**config.mk**
```make
export PLATFORM = sky130hd
export DESIGN_NAME = uart_rx_cfg
export DESIGN_NICKNAME = d
export VERILOG_FILES = /design/src/rtl/uart_rx_cfg.sv
export SDC_FILE = /design/constraint.sdc
export NUM_CORES = 1
export LEC_CHECK = 0
export CELL_PAD_IN_SITES_DETAIL_PLACEMENT = 0
export CELL_PAD_IN_SITES_GLOBAL_PLACEMENT = 1
export CORE_MARGIN = 10
export CORE_UTILIZATION = 42
export DETAILED_ROUTE_END_ITERATION = 8
export GPL_ROUTABILITY_DRIVEN = 0
export HOLD_SLACK_MARGIN = 0.15
export PLACE_DENSITY_LB_ADDON = 0.12
export SYNTH_ARGS = -nofsm -noshare
export SYNTH_HDL_FRONTEND = slang
export SYNTH_SLANG_ARGS = --single-unit
export TNS_END_PERCENT = 20
```
**constraint.sdc**
```tcl
create_clock -name clk_i -period 2.19 [get_ports clk_i]
set_input_delay 0.219 -clock clk_i [delete_from_list [all_inputs] [get_ports clk_i]]
set_output_delay 0.219 -clock clk_i [all_outputs]
set_load 0.02 [all_outputs]
```
**src/rtl/uart_rx_cfg.sv**
```systemverilog
// uart_rx_cfg: oversampling UART receiver with majority vote, parity/framing/overrun flags and a valid/ready holding register
module uart_rx_cfg #(
  parameter int CLK_HZ     = 100_000_000,
  parameter int BAUD       = 9600,
  parameter int OVERSAMPLE = 16,
  parameter int DATA_BITS  = 8,
  parameter int PARITY     = 0,
  parameter int STOP_BITS  = 1
) (
  input  logic                 clk_i,
  input  logic                 reset_i,
  input  logic                 rx_i,
  input  logic                 ready_i,
  output logic [DATA_BITS-1:0] data_o,
  output logic                 valid_o,
  output logic                 parity_err_o,
  output logic                 frame_err_o,
  output logic                 overrun_o,
  output logic                 busy_o
);
  localparam int DIV = CLK_HZ / (BAUD * OVERSAMPLE);
  localparam int CW  = DIV > 1 ? $clog2(DIV) : 1;
  localparam int SW  = $clog2(OVERSAMPLE);
  localparam logic [CW-1:0] DIV_LAST = CW'(DIV - 1);
  localparam logic [SW-1:0] S_A    = SW'(OVERSAMPLE / 2 - 1);
  localparam logic [SW-1:0] S_B    = SW'(OVERSAMPLE / 2);
  localparam logic [SW-1:0] S_C    = SW'(OVERSAMPLE / 2 + 1);
  localparam logic [SW-1:0] S_LAST = SW'(OVERSAMPLE - 1);
  localparam logic [3:0]    D_LAST = 4'(DATA_BITS - 1);
  localparam logic [3:0]    P_LAST = 4'(STOP_BITS - 1);
  if (DIV < 1 || OVERSAMPLE < 8 || OVERSAMPLE % 2 != 0 || DATA_BITS < 5 || DATA_BITS > 9 ||
      PARITY < 0 || PARITY > 2 || STOP_BITS < 1 || STOP_BITS > 2) begin : g_bad_cfg
    $error("uart_rx_cfg: illegal parameter combination");
  end
  typedef enum logic [2:0] {IDLE, START, DATA, PAR, STOP} state_t;
  state_t                 state_q, state_d;
  logic [1:0]             sync_q;
  logic                   rxs, rxs_q;
  logic [CW-1:0]          div_q;
  logic [SW-1:0]          smp_q;
  logic [3:0]             bit_q;
  logic                   s0_q, s1_q;
  logic [DATA_BITS-1:0]   sh_q;
  logic                   par_q, frm_q;
  logic                   tick, dec, bit_end, maj, exp_par, commit, accept;
  assign rxs     = sync_q[1];
  assign busy_o  = state_q != IDLE;
  assign tick    = busy_o && div_q == DIV_LAST;
  assign dec     = tick && smp_q == S_C;
  assign bit_end = tick && smp_q == S_LAST;
  // third vote is the live sample at the decision point
  assign maj     = (s0_q & s1_q) | (s0_q & rxs) | (s1_q & rxs);
  assign exp_par = PARITY == 1 ? ~^sh_q : ^sh_q;
  assign accept  = valid_o && ready_i;
  always_comb begin
    state_d = state_q;
    commit  = 1'b0;
    case (state_q)
      IDLE:  state_d = (rxs_q && !rxs) ? START : IDLE;
      START: state_d = (dec && maj) ? IDLE : bit_end ? DATA : START;
      DATA:  state_d = (bit_end && bit_q == D_LAST) ? (PARITY != 0 ? PAR : STOP) : DATA;
      PAR:   state_d = bit_end ? STOP : PAR;
      STOP: begin
        commit  = dec && bit_q == P_LAST;
        state_d = commit ? IDLE : STOP;
      end
      default: state_d = IDLE;
    endcase
  end
  always_ff @(posedge clk_i or posedge reset_i)
    if (reset_i) state_q <= IDLE;
    else         state_q <= state_d;
  always_ff @(posedge clk_i or posedge reset_i) begin
    if (reset_i) begin
      sync_q <= 2'b11;
      rxs_q  <= 1'b1;
      div_q  <= '0;
      smp_q  <= '0;
      bit_q  <= '0;
      s0_q   <= 1'b0;
      s1_q   <= 1'b0;
      sh_q   <= '0;
      par_q  <= 1'b0;
      frm_q  <= 1'b0;
    end else begin
      sync_q <= {sync_q[0], rx_i};
      rxs_q  <= rxs;
      div_q  <= (!busy_o || tick) ? '0 : div_q + 1'b1;
      smp_q  <= !busy_o ? '0 : !tick ? smp_q : smp_q == S_LAST ? '0 : smp_q + 1'b1;
      bit_q  <= state_d != state_q ? '0 : bit_end ? bit_q + 1'b1 : bit_q;
      if (tick && smp_q == S_A) s0_q <= rxs;
      if (tick && smp_q == S_B) s1_q <= rxs;
      if (dec && state_q == DATA) sh_q <= {maj, sh_q[DATA_BITS-1:1]};
      par_q <= !busy_o ? 1'b0 : (dec && state_q == PAR) ? maj != exp_par : par_q;
      frm_q <= !busy_o ? 1'b0 : (dec && state_q == STOP && !maj) ? 1'b1 : frm_q;
    end
  end
  // a commit coinciding with an accept replaces the held word without overrun
  always_ff @(posedge clk_i or posedge reset_i) begin
    if (reset_i) begin
      data_o       <= '0;
      valid_o      <= 1'b0;
      parity_err_o <= 1'b0;
      frame_err_o  <= 1'b0;
      overrun_o    <= 1'b0;
    end else begin
      overrun_o <= commit && valid_o && !ready_i;
      if (commit && (!valid_o || ready_i)) begin
        data_o       <= sh_q;
        parity_err_o <= par_q;
        frame_err_o  <= frm_q | !maj;
        valid_o      <= 1'b1;
      end else if (accept) begin
        valid_o <= 1'b0;
      end
    end
  end
endmodule

```
==> results.ini, run 1 <==
[status]
status = complete, no violations

[clocking]
cts_buffer_depth = 2
cts-root-buf = clkbuf_8
numCtsBuffers = 5
tritoncts = done
clk_latency_ns = 0.30
clkTransAtPathRegs_ns = 0.09
post_cts.repair.setup_buffers = 0
cts_num_sinks = 48
ctsHtreeMaxLevel = 2

[worst_setup_path]
critical_path.endpoint_type = flip-flop
timing.critical_path.cells = nor4b_4 -> buf_4 -> nand4_2 -> or4_1 -> a221oi_2
crit_path_top_delay_cell = or4_1
timing.critical_path.from_type = flip-flop
crit_arrival_ns = 2.28
critPathRequiredTime_ns = 2.40
r2r-start = div_q[4]
crit-reg2reg-capture = bit_q[3]
worst-r2r-cell-count = 5
setup_slack_reg_to_reg_ns = 0.12
critical_path.startpoint = div_q[4]
max_stage_delay_ns = 0.57
criticalPathCategory = flip-flop to flip-flop
path_max_fanout = 9
crit_path_end = bit_q[3]

[finish]
syn_to_final_growth_pct = 19.42
design_area_mm2 = 0.002846
n_fill_cell = 483
n_antenna_cell = 0
post_route_cells_drive_above_1_share_pct = 22.82
nets = 251
postLayoutCoreUtil_pct = 51.69

[placement]
detailedPlace.worstSlack_ns = 0.1268
io_buffers = 16
place_hpwl_um = 3685
detailed_place.area_mm2 = 0.002725

[route]
firstDrtPassIters = 4
route.detailed.vias_per_inst = 5.323
route.detailed.wl_per_inst_um = 15.44
number_of_drc_violations_after_detailed_routing_iteration_0 = 89
total_number_of_vias = 1666
drc_errors = 0
drt.antenna.violating_nets = 0
routed_wl_um = 4832

[floorplanning]
floorplan.initialDensity_pct = 43.29
ports = 17
die_span_y_um = 95.34
die_area_mm2 = 0.009089
num_rows = 27
dieWidth_um = 95.34
core_region_area_mm2 = 0.005507

[sta]
final_cycle_utilization_of_the_critical_path_pct = 94.41
timing.final.setup_violations = 0
post-route-worst-setup-slack_ns = 0.1224
hold_viol_final = 0
least_margin_pin_slew_ns = 0.4792
slew_viol_final = 0
rsz0062_at_grt = false
finClkSkew_ns = 0.005375
fin_setup_tns_ns = 0
period_minus_slack_ns = 2.068
hold-worst-slack_ns = 0.2655
clock.fmax_mhz = 483.7
relSlewSlack_pct = 68.01

[yosys]
yosys_warnings = 0
post_synth_instance_area_mm2 = 0.002384
ys_top_cells_by_area = dfrtp_1 47%, mux2_2 9.0%, xnor2_1 4.4%
synth.largest_area_cell = dfrtp_1
synth.avg_cell_area_um2 = 11.40
post_synth_most_frequent_cells = 45 x dfrtp_1, 19 x mux2_2, 17 x nor2_1
number_of_synthesized_flops_with_an_enable_pin = 0
postSynthRegisterBits = 48
synthesis.nets = 220
yosys.cell_types.count = 47
async_reset_ff_share_pct = 100.0
netlist_instances = 209
area_share_of_the_largest_cell_type_after_synthesis_pct = 47.24
ys_seq_area_share_pct = 50.55
synth.most_common_cell = dfrtp_1
synth-main-ff-cell = dfrtp_1

[grt]
grt_antenna_before_repair = 0
grt_max_degree = 28
grt_remaining_overflow = 0
grt_pass1_wl_um = 8197
all_layer_gr_usage_pct = 11.31
first_global_vias = 1714

[min_path]
hold_class = input port to async pin

[power]
power.density_cell_area_mw_per_mm2 = 674.7
max-vdd-ir-drop_uv = 434.1
static-leakage-power_nw = 1.252

[run]
drv_cap = 0

==> how the worst min path moves through the flow <==
stage,from,endpoint
global route,rx_i,sync_q[0]
detailed placement,sync_q[0],sync_q[1]
finish,reset_i,data_o[2]
global placement,sync_q[0],sync_q[1]
floorplan,rx_i,sync_q[0]
CTS,reset_i,sh_q[4]
==> per-layer routing <==
layer,track usage (%),vias up,part of all wire (%)
li1,-,806,-
met1,14.14,824,46
met4,4.613,0,0.99
met3,2.985,5,4.1
met2,18.13,31,49
met5,0,-,0
==> power breakdown <==
part	internal, W	switching [W]
clock	0.000373	0.000295
sequential	0.000950	0.0000821
combinational	0.000104	0.000116
==> layout make-up <==
class	instances	area, um2	share of cell area (%)
clock buffer	6	82.58	2.901
clock inverter	2	38.79	1.363
inverter	12	45.04	1.582
multi-input combinational	144	1115	39.16
sequential	48	1205	42.33
tap	72	90.09	3.165
timing repair buffer	29	270.3	9.494
==> registers in the layout, indices dropped and copies added, names as in the netlist, 2 cells and up <==
| name | cells |
|---|---|
| div_q | 10 |
| data_o | 8 |
| sh_q | 8 |
| bit_q | 4 |
| smp_q | 4 |
| state_q | 3 |
| sync_q | 2 |
==> cells by family (layout without fill, tap and decap cells) <==
kind of cell	Yosys count	after routing	share of synthesized area [%]
buf+inv	17	49	2.940
mux	19	19	8.977
simple gates	74	74	19.11
xor+xnor	16	16	6.457
flops	48	48	50.55
compound gates	27	27	7.875
fa+ha+maj	8	8	4.094
==> worst max-delay path: cells and delay by family (launching register included) <==
kind	cells	cell delay, ns
AO/OA/AOI/OAI	1	0.25
buffers and inverters	1	0.19
flip-flops	1	0.45
AND/OR/NAND/NOR	3	1.09
==> per-stage QoR <==
step | power (W) | instances
global placement | 0.001266 | 305
global route | 0.002021 | 313
CTS | 0.001947 | 313
finish | 0.001920 | 313
detailed placement | 0.001270 | 305
floorplan | 0.001194 | 209
==> what timing repair did <==
item                                   in CTS  in global routing
gates resized for setup                     0                  1
endpoints found under the hold margin       0                  0
hold buffers                                0                  0
setup endpoints to repair                   0                 12
==> placed cells by master (no fill, tap or decap), types with 6 or more instances in the layout <==
cell / n
xnor2_1: 12
clkbuf_8: 6
nand3_1: 9
inv_1: 11
buf_4: 12
nand2_1: 11
nor2_1: 17
a21oi_1: 6
dfrtp_1: 45
clkdlybuf4s50_1: 16
mux2_2: 19
ha_1: 7
o21ai_0: 6
Note: power is estimated with default switching activity, not from simulation.
==> run 2: changes to the inputs <==
--- a/config.mk
+++ b/config.mk
@@ -7,6 +7,7 @@
 export LEC_CHECK = 0
 export CELL_PAD_IN_SITES_DETAIL_PLACEMENT = 0
 export CELL_PAD_IN_SITES_GLOBAL_PLACEMENT = 1
+export CORE_ASPECT_RATIO = 1.4
 export CORE_MARGIN = 10
 export CORE_UTILIZATION = 42
 export DETAILED_ROUTE_END_ITERATION = 8
==> run 2 against run 1 <==
Compared with the run above:
- first-iteration DRC count rose by 61%
- wire length rose by 6.2%
- count of clock-buffer cells in the layout fell by 1
==> results.ini, run 2 (synthesis results as in run 1) <==
[status]
status = complete, no violations  ; unchanged

[sta]
timing.final.setup_violations = 0  ; unchanged
hold_viol_final = 0  ; unchanged
slew_viol_final = 0  ; unchanged
clock.fmax_mhz = 489.7  ; was 483.7 MHz
relSlewSlack_pct = 66.54  ; was 68.01%
hold-worst-slack_ns = 0.2526  ; was 0.2655 ns
finClkSkew_ns = 0.008313  ; was 0.005375 ns
fin_setup_tns_ns = 0  ; unchanged
least_margin_pin_slew_ns = 0.5012  ; was 0.4792 ns
rsz0062_at_grt = false  ; unchanged
final_cycle_utilization_of_the_critical_path_pct = 93.25  ; was 94.41%
period_minus_slack_ns = 2.042  ; was 2.068 ns

[route]
drc_errors = 0  ; unchanged
routedLengthMet1_um = 2124  ; was 2204 um
total_number_of_vias = 1738  ; was 1666
route.detailed.vias_per_inst = 5.553  ; was 5.323
met2RoutedLength_um = 2663  ; was 2382 um
route.detailed.wl_per_inst_um = 16.40  ; was 15.44 um
routed_wl_um = 5132  ; was 4832 um
met3WireLength_um = 254  ; was 196 um
top_routing_layer_in_use = met4  ; unchanged
number_of_drc_violations_after_detailed_routing_iteration_0 = 143  ; was 89
drt.antenna.violating_nets = 0  ; unchanged
firstDrtPassIters = 4  ; unchanged

[power]
static-leakage-power_nw = 1.241  ; was 1.252 nW
max-vdd-ir-drop_uv = 579.6  ; was 434.1 uV
power.density_cell_area_mw_per_mm2 = 630.8  ; was 674.7 mW/mm2
total_power_w = 0.001799  ; was 0.001920 W

[clocking]
clk_latency_ns = 0.30  ; about the same
ctsHtreeMaxLevel = 2  ; unchanged
numCtsBuffers = 5  ; unchanged
clkTransAtPathRegs_ns = 0.10  ; was 0.09 ns
cts_num_sinks = 48  ; unchanged
tritoncts = done  ; unchanged
cts-root-buf = clkbuf_8  ; unchanged
cts_buffer_depth = 2  ; unchanged

[grt]
grt_antenna_before_repair = 0  ; unchanged
first_global_vias = 1893  ; was 1714
grt_remaining_overflow = 0  ; unchanged
grt_max_degree = 28  ; unchanged
grt_pass1_wl_um = 8997  ; was 8197 um
all_layer_gr_usage_pct = 11.79  ; was 11.31%

[floorplanning]
floorplan.initialDensity_pct = 43.14  ; was 43.29%
ports = 17  ; unchanged
die_area_mm2 = 0.009131  ; was 0.009089 mm2
die_span_y_um = 109.1  ; was 95.34 um
num_rows = 32  ; was 27
dieWidth_um = 83.67  ; was 95.34 um
core_region_area_mm2 = 0.005525  ; was 0.005507 mm2

[finish]
postLayoutCoreUtil_pct = 51.61  ; was 51.69%
n_fill_cell = 512  ; was 483
mostFrequentLayoutCells = 45 x dfrtp_1, 19 x mux2_2, 17 x nor2_1  ; unchanged
top_regs = div_q (10), data_o (8), sh_q (8)  ; unchanged
regMostFlops = div_q  ; unchanged
nets = 255  ; was 251
post_route_cells_drive_above_1_share_pct = 24.49  ; was 22.82%
mostFrequentLayoutCell = dfrtp_1  ; unchanged
largest_register_ffs = 10  ; unchanged
n_antenna_cell = 0  ; unchanged
seqCellArea_mm2 = 0.001205  ; unchanged
syn_to_final_growth_pct = 19.63  ; was 19.42%
multiInputGateArea_mm2 = 0.001125  ; was 0.001115 mm2

[worst_setup_path]
crit_arrival_ns = 2.23  ; was 2.28 ns
timing.critical_path.from_type = flip-flop  ; unchanged
critPathRequiredTime_ns = 2.38  ; was 2.40 ns
critical_path.endpoint_type = flip-flop  ; unchanged
crit_path_top_delay_cell = dfrtp_1  ; was or4_1
path_max_fanout = 10  ; was 9
criticalPathCategory = flip-flop to flip-flop  ; unchanged
timing.critical_path.cells = inv_1 -> ha_1 -> and3b_1 -> nand3_1 -> nor4b_2 -> buf_4 -> mux2_2  ; was nor4b_4 -> buf_4 -> nand4_2 -> or4_1 -> a221oi_2
max_stage_delay_ns = 0.44  ; was 0.57 ns

[placement]
place_hpwl_um = 3800  ; was 3685 um
io_buffers = 16  ; unchanged

[min_path]
hold_class = input port to async pin  ; unchanged

[run]
drv_cap = 0  ; unchanged

## run 2: cell types whose count changed in the layout (fill, tap and decap cells not counted)
cell,change
buf_4,+4
and2_1,-1
and2_2,+1
bufinv_16,-1
clkbuf_8,-1
clkinv_2,+1
inv_6,+1
nand4_2,-1
nand4_4,+1
## run 2: worst paths after layout
check | end | from | slack, ns | cells after the start
max reg2reg | data_o[1] | smp_q[1] | 0.15 | 7
min reg2reg | sync_q[1] | sync_q[0] | 0.37 | 0
min | div_q[1] | reset_i | 0.25 | 2
max in group asynchronous | bit_q[2] | reset_i | 1.41 | 3
max | data_o[1] | smp_q[1] | 0.15 | 7
min in group clk_i | sync_q[0] | rx_i | 0.32 | 1
## run 2: repair_timing
item | CTS | global route
setup endpoints to repair | 0 | 19
buffers inserted | 0 | 1
hold buffers | 0 | 0
gates resized for setup | 0 | 3
## run 2: stage by stage
| stage | setup slack, ns | cell area [um2] | std cells |
|---|---|---|---|
| CTS | 0.04252 | 2834 | 312 |
| detailed placement | 0.08585 | 2743 | 304 |
| finish | 0.1478 | 2851 | 313 |
| floorplan | 0.1598 | 2384 | 209 |
| global placement | 0.1205 | 2743 | 304 |
| global route | 0.005374 | 2851 | 313 |
## run 2: critical path: cells and delay by family (launching register included)
| family | cells | cell delay [ns] |
|---|---|---|
| adders and majority gates | 1 | 0.16 |
| and+or+nand+nor | 3 | 0.65 |
| buffers and inverters | 2 | 0.33 |
| muxes | 1 | 0.35 |
| DFF | 1 | 0.44 |
## run 2: cell type report
type	count	area share, %
Sequential cell	48	42.26
Multi-Input combinational cell	144	39.45
Timing Repair Buffer	33	10.53
Tap cell	68	2.984
Clock buffer	5	2.413
Inverter	12	1.580
Clock inverter	3	0.7898
## run 2: report_power, final
part / switching, W / leakage (nW) / internal, W / total (W)
combinational: 0.000119 / 0.550 / 0.000103 / 0.000222
sequential: 0.0000852 / 0.642 / 0.000950 / 0.00104
clock: 0.000312 / 0.0485 / 0.000229 / 0.000541
## run 2: layer usage
layer	up-vias	track usage, %
met4	0	4.676
met2	47	20.58
met1	866	13.38
met5	-	0
li1	815	-
met3	10	3.209
